File: config.mk
export PLATFORM = sky130hd
export DESIGN_NAME = packed_slice_assembler_flat
export DESIGN_NICKNAME = d
export VERILOG_FILES = /design/src/rtl/packed_slice_assembler_if.sv /design/src/rtl/packed_slice_assembler.sv /design/src/flat_wrapper.sv
export SDC_FILE = /design/constraint.sdc
export NUM_CORES = 1
export LEC_CHECK = 0
export ABC_AREA = 1
export CAP_MARGIN = 20
export CORE_UTILIZATION = 44
export CTS_CLUSTER_SIZE = 20
export DETAILED_ROUTE_END_ITERATION = 7
export PLACE_DENSITY = 0.83
export SETUP_SLACK_MARGIN = 0.15
export SYNTH_ARGS = -nofsm -noshare
export SYNTH_HDL_FRONTEND = slang
export SYNTH_SLANG_ARGS = --single-unit
File: constraint.sdc
create_clock -name clk -period 1.3 [get_ports clk]
set_clock_uncertainty 0.15 [all_clocks]
set_input_delay 0.195 -clock clk [delete_from_list [all_inputs] [get_ports clk]]
set_output_delay 0.195 -clock clk [all_outputs]
set_load 0.01 [all_outputs]
File: src/rtl/packed_slice_assembler_if.sv
// Valid/ready bundle between a slice source, the packed slice assembler and its consumer.
// Latency: none; wires only.
// Backpressure: in_ready_pl throttles the slice source, out_ready_pl throttles the word output.
// Ports: in_valid_pl/in_ready_pl/in_slice_pl/in_flush_pl form the slice stream,
//   out_valid_pl/out_ready_pl/out_word_pl/out_bit_pl form the word stream,
//   beat_cnt_pl/word_cnt_pl are status counters.
// master = slice source / word sink, slave = assembler.
interface packed_slice_assembler_if #(
  parameter int SLICE_W = 2,
  parameter int WORD_W  = 10,
  parameter int CNT_W   = 8
);
  localparam int BEAT_W = $clog2(WORD_W / SLICE_W) + 1;

  logic               in_valid_pl;
  logic               in_ready_pl;
  logic [SLICE_W-1:0] in_slice_pl;
  logic               in_flush_pl;
  logic               out_valid_pl;
  logic               out_ready_pl;
  logic [WORD_W-1:0]  out_word_pl;
  logic               out_bit_pl;
  logic [BEAT_W-1:0]  beat_cnt_pl;
  logic [CNT_W-1:0]   word_cnt_pl;

  modport master (
    output in_valid_pl, in_slice_pl, in_flush_pl, out_ready_pl,
    input  in_ready_pl, out_valid_pl, out_word_pl, out_bit_pl, beat_cnt_pl, word_cnt_pl
  );

  modport slave (
    input  in_valid_pl, in_slice_pl, in_flush_pl, out_ready_pl,
    output in_ready_pl, out_valid_pl, out_word_pl, out_bit_pl, beat_cnt_pl, word_cnt_pl
  );
endinterface

File: src/rtl/packed_slice_assembler.sv
// Packs WORD_W/SLICE_W narrow slices (LS field first) into one word plus an override bit.
// Latency: out_valid_pl rises on the edge accepting the last slice; one word per BEATS+1 cycles at best.
// Backpressure: in_ready_pl drops while a finished word is held; the word holds until out_ready_pl.
// Ports: clk, rst_n (async active-low); bus (slave modport) carries slice stream, word stream
//   and the beat/word counters.
// Option: define PACKED_ASM_PARITY_EN to make out_bit_pl the XOR of the word instead of its bit 0.
module packed_slice_assembler #(
  parameter int SLICE_W = 2,
  parameter int WORD_W  = 10,
  parameter int CNT_W   = 8
) (
  input  logic                   clk,
  input  logic                   rst_n,
  packed_slice_assembler_if.slave bus
);
  localparam int BEATS  = WORD_W / SLICE_W;
  localparam int BEAT_W = $clog2(BEATS) + 1;
  localparam logic [BEAT_W-1:0] LAST_BEAT = BEAT_W'(BEATS - 1);

  if (WORD_W % SLICE_W != 0) begin : g_bad_width
    $error("packed_slice_assembler: WORD_W must be a multiple of SLICE_W");
  end

  typedef enum logic [1:0] {IDLE = 2'd0, FILL = 2'd1, FULL = 2'd2} state_t;

  state_t             state_q;
  logic [WORD_W-1:0]  word_q;
  logic [WORD_W-1:0]  word_nxt;
  logic               bit_q;
  logic               bit_nxt;
  logic               valid_q;
  logic [BEAT_W-1:0]  beat_q;
  logic [CNT_W-1:0]   wcnt_q;
  logic               in_rdy;
  logic               drop;
  logic               take;

  // Ready is gated by rst_n so the source sees no handshake while reset is held.
  assign in_rdy = rst_n && (state_q != FULL);
  // A flush while filling swallows any slice offered in the same cycle.
  assign drop   = (state_q == FILL) && bus.in_flush_pl;
  assign take   = bus.in_valid_pl && in_rdy && !drop;

  // Only the field addressed by beat_q changes; other fields keep stale data.
  always_comb begin
    word_nxt = word_q;
    for (int k = 0; k < BEATS; k++) begin
      if (beat_q == BEAT_W'(k)) begin
        word_nxt[k*SLICE_W +: SLICE_W] = bus.in_slice_pl;
      end
    end
  end

`ifdef PACKED_ASM_PARITY_EN
  assign bit_nxt = ^word_nxt;
`else
  assign bit_nxt = word_nxt[0];
`endif

  always_ff @(posedge clk or negedge rst_n) begin
    if (!rst_n) begin
      state_q <= IDLE;
      word_q  <= '0;
      bit_q   <= 1'b0;
      valid_q <= 1'b0;
      beat_q  <= '0;
      wcnt_q  <= '0;
    end else begin
      case (state_q)
        IDLE, FILL: begin
          if (drop) begin
            beat_q  <= '0;
            state_q <= IDLE;
          end else if (take) begin
            word_q <= word_nxt;
            beat_q <= beat_q + BEAT_W'(1);
            if (beat_q == LAST_BEAT) begin
              state_q <= FULL;
              valid_q <= 1'b1;
              bit_q   <= bit_nxt;
            end else begin
              state_q <= FILL;
            end
          end
        end
        FULL: begin
          if (bus.out_ready_pl) begin
            state_q <= IDLE;
            valid_q <= 1'b0;
            beat_q  <= '0;
            wcnt_q  <= wcnt_q + CNT_W'(1);
          end
        end
        default: begin
          state_q <= IDLE;
          valid_q <= 1'b0;
          beat_q  <= '0;
        end
      endcase
    end
  end

  assign bus.in_ready_pl  = in_rdy;
  assign bus.out_valid_pl = valid_q;
  assign bus.out_word_pl  = word_q;
  assign bus.out_bit_pl   = bit_q;
  assign bus.beat_cnt_pl  = beat_q;
  assign bus.word_cnt_pl  = wcnt_q;
endmodule

File: src/flat_wrapper.sv
// flat-port wrapper written by rule: the top's interface ports become plain ports
module packed_slice_assembler_flat 
#(
  parameter int SLICE_W = 2,
  parameter int WORD_W  = 10,
  parameter int CNT_W   = 8
)
  (clk, rst_n, bus_in_valid_pl, bus_in_slice_pl, bus_in_flush_pl, bus_out_ready_pl, bus_in_ready_pl, bus_out_valid_pl, bus_out_word_pl, bus_out_bit_pl, bus_beat_cnt_pl, bus_word_cnt_pl);
  packed_slice_assembler_if #(.SLICE_W(SLICE_W), .WORD_W(WORD_W), .CNT_W(CNT_W)) bus_i ();
  input  logic clk;
  input  logic rst_n;
  input wire logic [$bits(bus_i.in_valid_pl)-1:0] bus_in_valid_pl;
  input wire logic [$bits(bus_i.in_slice_pl)-1:0] bus_in_slice_pl;
  input wire logic [$bits(bus_i.in_flush_pl)-1:0] bus_in_flush_pl;
  input wire logic [$bits(bus_i.out_ready_pl)-1:0] bus_out_ready_pl;
  output wire logic [$bits(bus_i.in_ready_pl)-1:0] bus_in_ready_pl;
  output wire logic [$bits(bus_i.out_valid_pl)-1:0] bus_out_valid_pl;
  output wire logic [$bits(bus_i.out_word_pl)-1:0] bus_out_word_pl;
  output wire logic [$bits(bus_i.out_bit_pl)-1:0] bus_out_bit_pl;
  output wire logic [$bits(bus_i.beat_cnt_pl)-1:0] bus_beat_cnt_pl;
  output wire logic [$bits(bus_i.word_cnt_pl)-1:0] bus_word_cnt_pl;
  assign bus_i.in_valid_pl = bus_in_valid_pl;
  assign bus_i.in_slice_pl = bus_in_slice_pl;
  assign bus_i.in_flush_pl = bus_in_flush_pl;
  assign bus_i.out_ready_pl = bus_out_ready_pl;
  assign bus_in_ready_pl = bus_i.in_ready_pl;
  assign bus_out_valid_pl = bus_i.out_valid_pl;
  assign bus_out_word_pl = bus_i.out_word_pl;
  assign bus_out_bit_pl = bus_i.out_bit_pl;
  assign bus_beat_cnt_pl = bus_i.beat_cnt_pl;
  assign bus_word_cnt_pl = bus_i.word_cnt_pl;
  packed_slice_assembler #(.SLICE_W(SLICE_W), .WORD_W(WORD_W), .CNT_W(CNT_W)) u_core (.clk(clk), .rst_n(rst_n), .bus(bus_i));
endmodule
==> impl_metrics.py, run 1 <==
metrics = {
    "final_layout": {
        "final_cell_area_mm2": 0.00246,
        "nNetsFinal": 283,
        "synthToLayoutAreaGrowth_pct": 79.2,
        "diodes": 0,
        "instances_no_fill": 301,
        "multiInputGateArea_um2": 857,
        "area.sequential_um2": 657,
        "n_fill_cell": 149,
        "drive_above_1_share_pct": 54.8,
    },
    "routing": {
        "postRouteAntennaNets": 0,
        "drt-pass1-iter-count": 8,
        "vias": 1584,
        "wl_um": 4520,
        "via_per_inst": 5.26,
        "route.detailed.wl_per_inst_um": 15.0,
        "drcViolationCount": 3,
        "drt_iter0_drc": 75,
    },
    "yosys": {
        "seq_area_frac_synth_pct": 47.4,
        "synth-warning-count": 0,
        "synthDistinctLibCells": 19,
        "syn_area_mm2": 0.00137,
        "synthCells": 178,
        "syn_area_per_cell_um2": 7.70,
        "synth_seq_cells": 26,
        "synth_nets": 190,
    },
    "placed_design": {
        "placed_cells": 265,
        "dp.final_hpwl_um": 2370,
        "post_dp_cell_area_mm2": 0.00198,
        "place_ws_ns": -0.493,
        "place.gp.congestion": 0.803,
        "numPortBuffers": 31,
    },
    "floorplanning": {
        "dieArea_mm2": 0.00334,
        "start_util_pct": 48.1,
        "die_height_um": 57.8,
        "fp.dieW_um": 57.8,
        "rows": 19,
        "coreArea_mm2": 0.00285,
        "ios": 32,
    },
    "sta": {
        "final_max_slew_viol_count": 0,
        "worst_pin_slew_ns": 0.263,
        "setup_viol": 25,
        "slew_headroom_pct": 82.5,
        "post-route-min-period_ns": 1.54,
        "worst_slack_ns": -0.240,
        "fin_crit_sh_pct": 118,
        "rsz0062_at_grt": "true",
        "final-hold-violation-count": 0,
        "clock.fmax_ghz": 0.649,
    },
    "cts": {
        "cts_tree": "done",
        "clk_pin_slew_worst_paths_ns": 0.15,
        "root_buffer": "clkbuf_4",
        "cts.sinks": 26,
        "ctsHtreeMaxLevel": 1,
        "clk_latency_ns": 0.34,
        "clk_path_buf_depth": 2,
        "numCtsBuffers": 3,
    },
    "worst_setup_path": {
        "end_kind": "register",
        "path_class": "register to register",
        "critical_path_arrival_ns": 1.69,
        "cp_max_fo": 7,
        "cp-start-kind": "register",
        "crit_required_ns": 1.45,
    },
    "run_status": {
        "status": "finished, violations left",
        "violations": "design-rule violations, negative setup slack",
    },
    "pwr": {
        "power_density_mw_per_mm2": 1470,
        "ir_drop_mv": 1.11,
        "p_leak_uw": 0.00140,
    },
    "worst_hold_path": {
        "hold_class": "input port to async pin",
    },
    "grt": {
        "grt_pass1_wl_um": 6630,
        "grt_pass1_vias": 1516,
        "grt_remaining_overflow": 0,
        "grt_max_degree": 21,
        "grtUsageTotal_pct": 25.7,
        "antenna_found_initial": 0,
    },
    "flow_run": {
        "drv_cap": 0,
    },
}
## sequential cells by signal (all words and copies together) (netlist names)
| register | flops |
|---|---|
| u_core.bus.out_bit_pl | 1 |
| u_core.bus.out_word_pl | 10 |
| u_core.bus.out_valid_pl | 1 |
| u_core.bus.beat_cnt_pl | 4 |
| u_core.state_q | 2 |
| u_core.bus.word_cnt_pl | 8 |
## layout make-up
type / instances / share of cell area, %
Multi-Input combinational cell: 127 / 34.9
Sequential cell: 26 / 26.7
Inverter: 23 / 4.23
Timing Repair Buffer: 90 / 31.1
Clock buffer: 4 / 1.48
Tap cell: 31 / 1.58
## metal layers
| layer | part of all wire (%) | vias to the layer above | track usage (%) | wire (um) |
|---|---|---|---|---|
| met1 | 38 | 763 | 31.8 | 1740 |
| met4 | 4.4 | 0 | 9.52 | 201 |
| met3 | 4.6 | 17 | 3.13 | 210 |
| met2 | 52 | 66 | 45.8 | 2370 |
| li1 | - | 738 | - | - |
| met5 | 0 | - | 0 | 0 |
## what timing repair did
item,4_1_cts,5_1_grt
gates resized for setup,141,36
pin swaps,22,13
endpoints found under the setup margin,51,51
gates cloned,1,0
hold buffers,0,0
buffers inserted,21,10
## stage by stage
| step | util [%] | hold slack, ns | power, uW | TNS, ns |
|---|---|---|---|---|
| 6_report | 86.1 | 0.0340 | 3600 | -3.85 |
| 5_1_grt | 86.1 | 0.0529 | 3820 | -5.32 |
| 4_1_cts | 78.9 | 0.0515 | 3180 | -2.46 |
| 3_5_place_dp | 69.3 | 0.312 | 2530 | -7.85 |
| 3_3_place_gp | 69.3 | 0.313 | 2500 | -7.28 |
| 2_1_floorplan | - | -0.251 | 1810 | 0 |
## power by group
part,internal (uW),switching [uW]
logic,1030,968
clock network,172,267
registers,1020,144
## worst max-delay path, cell delays in order, from the launching register on
cell and delay [ns]:
dfrtp_1 0.44, buf_6 0.14, nand2_4 0.08, nand3_4 0.09, nor2_4 0.20, buf_12 0.14
buf_16 0.11, nand3_2 0.06, nand2_1 0.08
## cells in the final DEF (no fill, tap or decap)
cell              n
nand2_1          57
buf_4            40
buf_6            21
dfrtp_1          21
buf_2            20
nand2_2          15
inv_1            13
nand3_1           9
nand3_2           9
nand2_4           8
inv_2             6
nor2_4            6
clkdlybuf4s50_1   6
nand4_1           5
dfrtp_2           5
nand3_4           3
xor2_1            3
ha_1              3
clkbuf_4          3
inv_4             2
o21ai_1           2
ha_4              2
buf_12            2
inv_6             1
a21boi_2          1
inv_8             1
xnor2_2           1
xnor2_1           1
nand3b_1          1
o21ai_0           1
clkbuf_8          1
buf_16            1
## cells by family after synthesis
group | Yosys count | share of synthesized area (%)
AND/OR/NAND/NOR | 113 | 35.5
flip-flops | 26 | 47.4
buffers and inverters | 25 | 7.66
XOR/XNOR | 5 | 3.19
adder cells (fa/ha/maj) | 5 | 4.56
AO/OA/AOI/OAI | 4 | 1.64
## path summary, 6_finish.rpt
path | start | to | slack (ns) | cells past startpoint
setup / recovery | u_core.state_q[1]$_DFFE_PN0P_ | u_core.bus.out_word_pl[9]$_DFFE_PN0P_ | -0.24 | 8
hold / removal | rst_n | u_core.bus.beat_cnt_pl[2]$_DFFE_PN0P_ | 0.03 | 2
setup reg to reg | u_core.state_q[1]$_DFFE_PN0P_ | u_core.bus.out_word_pl[9]$_DFFE_PN0P_ | -0.24 | 8
hold reg to reg | u_core.bus.out_word_pl[5]$_DFFE_PN0P_ | u_core.bus.out_word_pl[5]$_DFFE_PN0P_ | 0.35 | 2
max in group asynchronous | rst_n | u_core.bus.word_cnt_pl[0]$_DFFE_PN0P_ | 0.69 | 2
min in group clk | u_core.bus.out_word_pl[5]$_DFFE_PN0P_ | u_core.bus.out_word_pl[5]$_DFFE_PN0P_ | 0.35 | 2
## Yosys cell counts
master     n  share of area [%]
buf_6      1               0.82
o21ai_0    2               0.73
nand3b_1   1               0.55
nand2_1   79                 22
nor2_1     5                1.4
dfrtp_1   26                 47
nand3_2    2                1.5
inv_1     20                5.5
nand4_1    5                2.3
nor2_4     1               0.82
a21boi_0   1               0.55
o21ai_1    1               0.36
nand3_1   19                6.9
ha_1       5                4.6
inv_2      3               0.82
xnor2_1    2                1.3
buf_4      1               0.55
xor2_1     3                1.9
nand2_2    1               0.46
Power figures use the tool's default switching activity.
==> run 2: changes to the inputs <==
--- a/config.mk
+++ b/config.mk
@@ -7,10 +7,10 @@
 export LEC_CHECK = 0
 export ABC_AREA = 1
 export CAP_MARGIN = 20
-export CORE_UTILIZATION = 44
+export CORE_UTILIZATION = 35
 export CTS_CLUSTER_SIZE = 20
 export DETAILED_ROUTE_END_ITERATION = 7
-export PLACE_DENSITY = 0.83
+export PLACE_DENSITY = 0.7
 export SETUP_SLACK_MARGIN = 0.15
 export SYNTH_ARGS = -nofsm -noshare
 export SYNTH_HDL_FRONTEND = slang
==> run 2 against run 1 <==
  * The flow finishes with violations (negative setup slack)
  * Global-route usage down 6.5 points
  * Largest power group unchanged
  * Critical endpoint is now u_core.bus.out_word_pl[6]$_DFFE_PN0P_
  * Core utilization fell by 21 points
  * Count of clock-buffer cells in the layout unchanged
==> impl_metrics.py, run 2 (same netlist as run 1, synthesis figures left out) <==
metrics = {
    "placed_design": {
        "placed_cells": 286,
        "numPortBuffers": 31,
        "place.gp.congestion": 0.748,
        "dp.final_hpwl_um": 2390,
        "post_dp_cell_area_mm2": 0.00203,
    },
    "sta": {
        "setup_viol": 27,
        "fin_crit_sh_pct": 111,
        "worst_pin_slew_ns": 0.225,
        "worst_slack_ns": -0.140,
        "slew_headroom_pct": 84.9,
        "rsz0062_at_grt": "true",
        "post-route-min-period_ns": 1.44,
        "clock.fmax_ghz": 0.694,
        "final-hold-violation-count": 0,
        "final_max_slew_viol_count": 0,
    },
    "worst_setup_path": {
        "path_class": "register to register",
        "r2r_slack_ns": -0.14,
        "startpoint": "u_core.state_q[1]$_DFFE_PN0P_",
        "end_kind": "register",
        "slowest_delay_ns": 0.40,
        "crit_end": "u_core.bus.out_word_pl[6]$_DFFE_PN0P_",
        "crit_required_ns": 1.32,
        "critical_path_arrival_ns": 1.46,
        "cp_cell_sequence": "buf_6 -> nand2_4 -> nand3_4 -> nor2_4 -> buf_12 -> nand2_2 -> nand2_1 -> nand2_1",
        "r2r.worst_path.cells": 8,
        "cp-start-kind": "register",
        "path_common_cell": "nand2_1",
        "path_delay_family": "simple AND/OR/NAND/NOR gates",
        "worstPathBufferInverterCount": 2,
        "r2r_end": "u_core.bus.out_word_pl[6]$_DFFE_PN0P_",
        "r2r_start": "u_core.state_q[1]$_DFFE_PN0P_",
        "path_depth": 8,
        "cp_max_fo": 13,
        "cp_slowest_cell": "dfrtp_1",
    },
    "pwr": {
        "p_comb_share_pct": 50.7,
        "p_int_uw": 2210,
        "p_leak_uw": 0.00136,
        "ir_drop_mv": 0.892,
        "power_density_mw_per_mm2": 1430,
        "power_frac_clock_pct": 15.4,
        "switching_power_uw": 1250,
        "seq_power_share_pct": 34.0,
        "p_sw_share_pct": 36.1,
    },
    "final_layout": {
        "drive_above_1_share_pct": 52.1,
        "nNetsFinal": 276,
        "n_fill_cell": 304,
        "multiInputGateArea_um2": 816,
        "utilization_pct": 65.1,
        "instances_no_fill": 311,
        "largest_register_ffs": 10,
        "final_cell_area_mm2": 0.00242,
        "layout_commonest_cell": "nand2_1",
        "diodes": 0,
        "area.sequential_um2": 657,
        "mostFrequentLayoutCells": "nand2_1 (52), buf_6 (29), buf_4 (28)",
        "synthToLayoutAreaGrowth_pct": 76.4,
    },
    "floorplanning": {
        "start_util_pct": 36.9,
        "fp.dieW_um": 64.6,
        "die_height_um": 64.6,
        "rows": 22,
        "dieArea_mm2": 0.00417,
        "coreArea_mm2": 0.00372,
        "ios": 32,
    },
    "cts": {
        "root_buffer": "clkbuf_8",
        "postCtsHoldBufs": 0,
        "cts.sinks": 26,
        "ctsHtreeMaxLevel": 1,
        "clk_latency_ns": 0.28,
        "clk_pin_slew_worst_paths_ns": 0.09,
        "numCtsBuffers": 3,
        "cts_tree": "done",
        "clk_path_buf_depth": 2,
    },
    "run_status": {
        "status": "finished, violations left",
        "violations": "negative setup slack",
    },
    "routing": {
        "drt-pass1-iter-count": 4,
        "drcViolationCount": 0,
        "route.detailed.wl_per_inst_um": 12.1,
        "via_per_inst": 4.64,
        "postRouteAntennaNets": 0,
        "wl_um": 3760,
        "drt_iter0_drc": 64,
        "vias": 1442,
    },
    "flow_run": {
        "drv_cap": 0,
    },
    "grt": {
        "grt_remaining_overflow": 0,
        "grt_max_degree": 22,
        "antenna_found_initial": 0,
        "grtUsageTotal_pct": 19.2,
        "grt_pass1_wl_um": 6090,
        "grt_pass1_vias": 1314,
    },
    "worst_hold_path": {
        "hold_class": "input port to async pin",
    },
}
==> run 2: cell count changes in the layout (fill, tap and decap cells not counted), sizes merged <==
cell	previous run	this run
buf	84	77
clkinv	0	1
inv	23	22
==> run 2: worst min-delay path by stage <==
| stage | startpoint | endpoint | slack, ns | depth (start not counted) |
|---|---|---|---|---|
| global route | rst_n | u_core.bus.word_cnt_pl[3]$_DFFE_PN0P_ | 0.09 | 2 |
| floorplan | rst_n | u_core.bus.beat_cnt_pl[0]$_DFFE_PN0P_ | -0.25 | 0 |
| detailed placement | u_core.bus.out_word_pl[1]$_DFFE_PN0P_ | u_core.bus.out_word_pl[1]$_DFFE_PN0P_ | 0.32 | 2 |
| CTS | rst_n | u_core.bus.word_cnt_pl[2]$_DFFE_PN0P_ | 0.08 | 2 |
| finish | rst_n | u_core.bus.word_cnt_pl[3]$_DFFE_PN0P_ | 0.07 | 2 |
| global placement | u_core.bus.out_word_pl[1]$_DFFE_PN0P_ | u_core.bus.out_word_pl[1]$_DFFE_PN0P_ | 0.31 | 2 |
==> run 2: repair_timing <==
action	4_1_cts	5_1_grt
gates resized for setup	141	37
pin swaps	8	9
setup endpoints to repair	51	51
hold endpoints to repair	0	0
buffers inserted	18	3
==> run 2: layout make-up <==
cell class              instances  area share [%]
multi-input cells             127            33.7
repair buffers                 83            30.1
flip-flops and latches         26            27.2
inverters                      23            4.29
well taps                      48            2.48
clock buffers                   4            2.28
==> run 2: power groups by stage <==
stage	Combinational (uW)	Sequential (uW)	Clock, uW
finish	1750	1170	531
global route	1910	1200	574
CTS	1610	1160	539
detailed placement	1390	1200	0
global placement	1360	1200	0
floorplan	516	1300	0
==> run 2: routing by layer <==
layer  vias to the layer above  routed length, um  global-route usage [%]
met5                         -                  0                       0
met3                         4                160                    3.87
met2                        37               1920                    31.4
met4                         0                 48                    5.83
met1                       678               1630                    25.4
li1                        723                  -                       -
==> run 2: stage by stage <==
step	worst slack, ns	TNS [ns]	power, uW	hold slack [ns]
detailed placement	-0.504	-8.06	2580	0.315
global placement	-0.480	-7.96	2560	0.310
floorplan	0.0156	0	1810	-0.251
finish	-0.140	-2.08	3450	0.0745
CTS	-0.126	-1.52	3310	0.0779
global route	-0.255	-4.23	3690	0.0923
==> run 3: changes to the inputs <==
--- a/config.mk
+++ b/config.mk
@@ -7,6 +7,7 @@
 export LEC_CHECK = 0
 export ABC_AREA = 1
 export CAP_MARGIN = 20
+export CORE_ASPECT_RATIO = 1.75
 export CORE_UTILIZATION = 35
 export CTS_CLUSTER_SIZE = 20
 export DETAILED_ROUTE_END_ITERATION = 7
==> run 3 against run 2 <==
  * The run still ends with negative setup slack left
  * Sequential power is essentially flat
  * Highest routed layer unchanged
  * Combinational power increased by 7%
  * Register-to-register slack got worse by 0.03 ns
  * Non-clock buffer count is 8 higher
  * Count of clock-buffer cells in the layout down 1
  * Fmax fell by 1.7%
==> impl_metrics.py, run 3 (same netlist as run 1, synthesis figures left out) <==
metrics = {
    "sta": {
        "final_max_slew_viol_count": 0,
        "clock.fmax_ghz": 0.683,
        "worst_slack_ns": -0.165,
        "slew_headroom_pct": 77.5,
        "worst_pin_slew_ns": 0.338,
        "rsz0062_at_grt": "true",
        "setup_viol": 27,
        "final-hold-violation-count": 0,
        "fin_crit_sh_pct": 113,
        "post-route-min-period_ns": 1.47,
    },
    "final_layout": {
        "layout_commonest_cell": "nand2_1",
        "synthToLayoutAreaGrowth_pct": 79.8,
        "diodes": 0,
        "multiInputGateArea_um2": 802,
        "nNetsFinal": 284,
        "n_fill_cell": 308,
        "drive_above_1_share_pct": 53.9,
        "area.sequential_um2": 657,
        "instances_no_fill": 317,
        "largest_register_ffs": 10,
        "utilization_pct": 66.6,
        "mostFrequentLayoutCells": "nand2_1 (57), buf_4 (40), buf_6 (24)",
    },
    "worst_setup_path": {
        "path_class": "register to register",
        "cp_slowest_cell": "dfrtp_2",
        "cp-start-kind": "register",
        "end_kind": "register",
        "path_common_cell": "nand2_2",
        "worstPathBufferInverterCount": 3,
        "cp_max_fo": 5,
        "crit_required_ns": 1.31,
        "cp_cell_sequence": "buf_6 -> inv_6 -> ha_4 -> nand3_4 -> nand2_2 -> nand2_2 -> inv_2 -> nand2_2 -> nand2_1 -> nand2_1",
        "critical_path_arrival_ns": 1.48,
        "slowest_delay_ns": 0.43,
        "path_delay_family": "flip-flops",
    },
    "routing": {
        "drt-pass1-iter-count": 4,
        "drt_iter0_drc": 48,
        "vias": 1480,
        "postRouteAntennaNets": 0,
        "via_per_inst": 4.67,
        "route.detailed.wl_per_inst_um": 12.8,
        "drcViolationCount": 0,
        "wl_um": 4050,
    },
    "floorplanning": {
        "start_util_pct": 37.1,
        "coreArea_mm2": 0.00370,
        "rows": 29,
        "fp.dieW_um": 49.3,
        "ios": 32,
        "die_height_um": 84.8,
        "dieArea_mm2": 0.00418,
    },
    "grt": {
        "grt_pass1_wl_um": 6340,
        "grt_remaining_overflow": 0,
        "grtUsageTotal_pct": 19.2,
        "antenna_found_initial": 0,
        "grt_pass1_vias": 1510,
        "grt_max_degree": 27,
    },
    "worst_hold_path": {
        "hold_class": "input port to async pin",
    },
    "cts": {
        "cts_tree": "done",
        "root_buffer": "clkbuf_8",
        "clk_pin_slew_worst_paths_ns": 0.10,
        "clk_path_buf_depth": 2,
        "ctsHtreeMaxLevel": 1,
        "postCtsHoldBufs": 0,
        "numCtsBuffers": 3,
        "clk_latency_ns": 0.27,
        "cts.sinks": 26,
    },
    "flow_run": {
        "drv_cap": 0,
    },
    "pwr": {
        "power_density_mw_per_mm2": 1500,
        "p_leak_uw": 0.00138,
        "ir_drop_mv": 1.44,
    },
    "run_status": {
        "violations": "negative setup slack",
        "status": "finished, violations left",
    },
    "placed_design": {
        "dp.final_hpwl_um": 2350,
        "numPortBuffers": 31,
        "place.gp.congestion": 0.791,
        "placed_cells": 279,
    },
}
==> run 3: cell types whose count changed in the layout (fill, tap and decap cells not counted), sizes merged <==
cell | previous run | this run
inv | 22 | 23
buf | 77 | 83
clkinv | 1 | 0
clkdlybuf4s15 | 0 | 1
bufinv | 0 | 1
==> run 3: what timing repair did <==
item | CTS | global route
setup buffers | 22 | 11
endpoints found under the setup margin | 51 | 51
cloned | 0 | 1
gates resized for setup | 140 | 26
pin swaps | 14 | 11
==> run 3: final timing paths <==
| check | to | from | cells past startpoint | slack (ns) |
|---|---|---|---|---|
| max | u_core.bus.out_valid_pl$_DFFE_PN0P_ | u_core.bus.beat_cnt_pl[0]$_DFFE_PN0P_ | 10 | -0.17 |
| min | u_core.bus.out_word_pl[6]$_DFFE_PN0P_ | rst_n | 3 | 0.31 |
| max reg2reg | u_core.bus.out_valid_pl$_DFFE_PN0P_ | u_core.bus.beat_cnt_pl[0]$_DFFE_PN0P_ | 10 | -0.17 |
| min reg2reg | u_core.bus.out_word_pl[5]$_DFFE_PN0P_ | u_core.bus.out_word_pl[5]$_DFFE_PN0P_ | 2 | 0.33 |
| max in group asynchronous | u_core.bus.word_cnt_pl[0]$_DFFE_PN0P_ | rst_n | 3 | 0.42 |
| min in group clk | u_core.bus.out_word_pl[5]$_DFFE_PN0P_ | u_core.bus.out_word_pl[5]$_DFFE_PN0P_ | 2 | 0.33 |
==> run 3: power breakdown <==
group	internal (uW)	switching [uW]	leakage (uW)
Clock	412	260	0.0000357
Combinational	997	883	0.00101
Sequential	1020	128	0.000332
Total	2430	1270	0.00138
==> run 3: area by class of cell <==
class                           instances  share of cell area (%)
Sequential cell                        26                    26.6
Clock buffer                            3                    1.67
Clock inverter                          1                    1.22
Inverter                               23                    4.11
Tap cell                               46                    2.33
Timing Repair Buffer                   91                    31.5
Multi-Input combinational cell        127                    32.5
==> run 3: metal layers <==
metal	up-vias	part of all wire [%]	GRT usage [%]
met5	-	0	0
met4	0	0.94	6.68
met3	4	2.5	1.99
met2	25	59	37.0
met1	709	37	20.9
li1	742	-	-
==> run 3: per-stage QoR <==
step	worst slack [ns]	cell area, um2	total power [uW]	setup TNS, ns	hold slack, ns
finish	-0.165	2470	3700	-2.54	0.307
floorplan	0.0156	1440	1810	0	-0.251
CTS	-0.150	2280	3440	-1.80	0.308
detailed placement	-0.456	1990	2490	-6.44	0.312
global placement	-0.451	1990	2470	-6.18	0.306
global route	-0.234	2470	3940	-4.27	0.340
==> run 3: worst min-delay path: stages <==
cell             delay, ns
clkdlybuf4s50_1       0.48
buf_4                 0.14
buf_4                 0.32
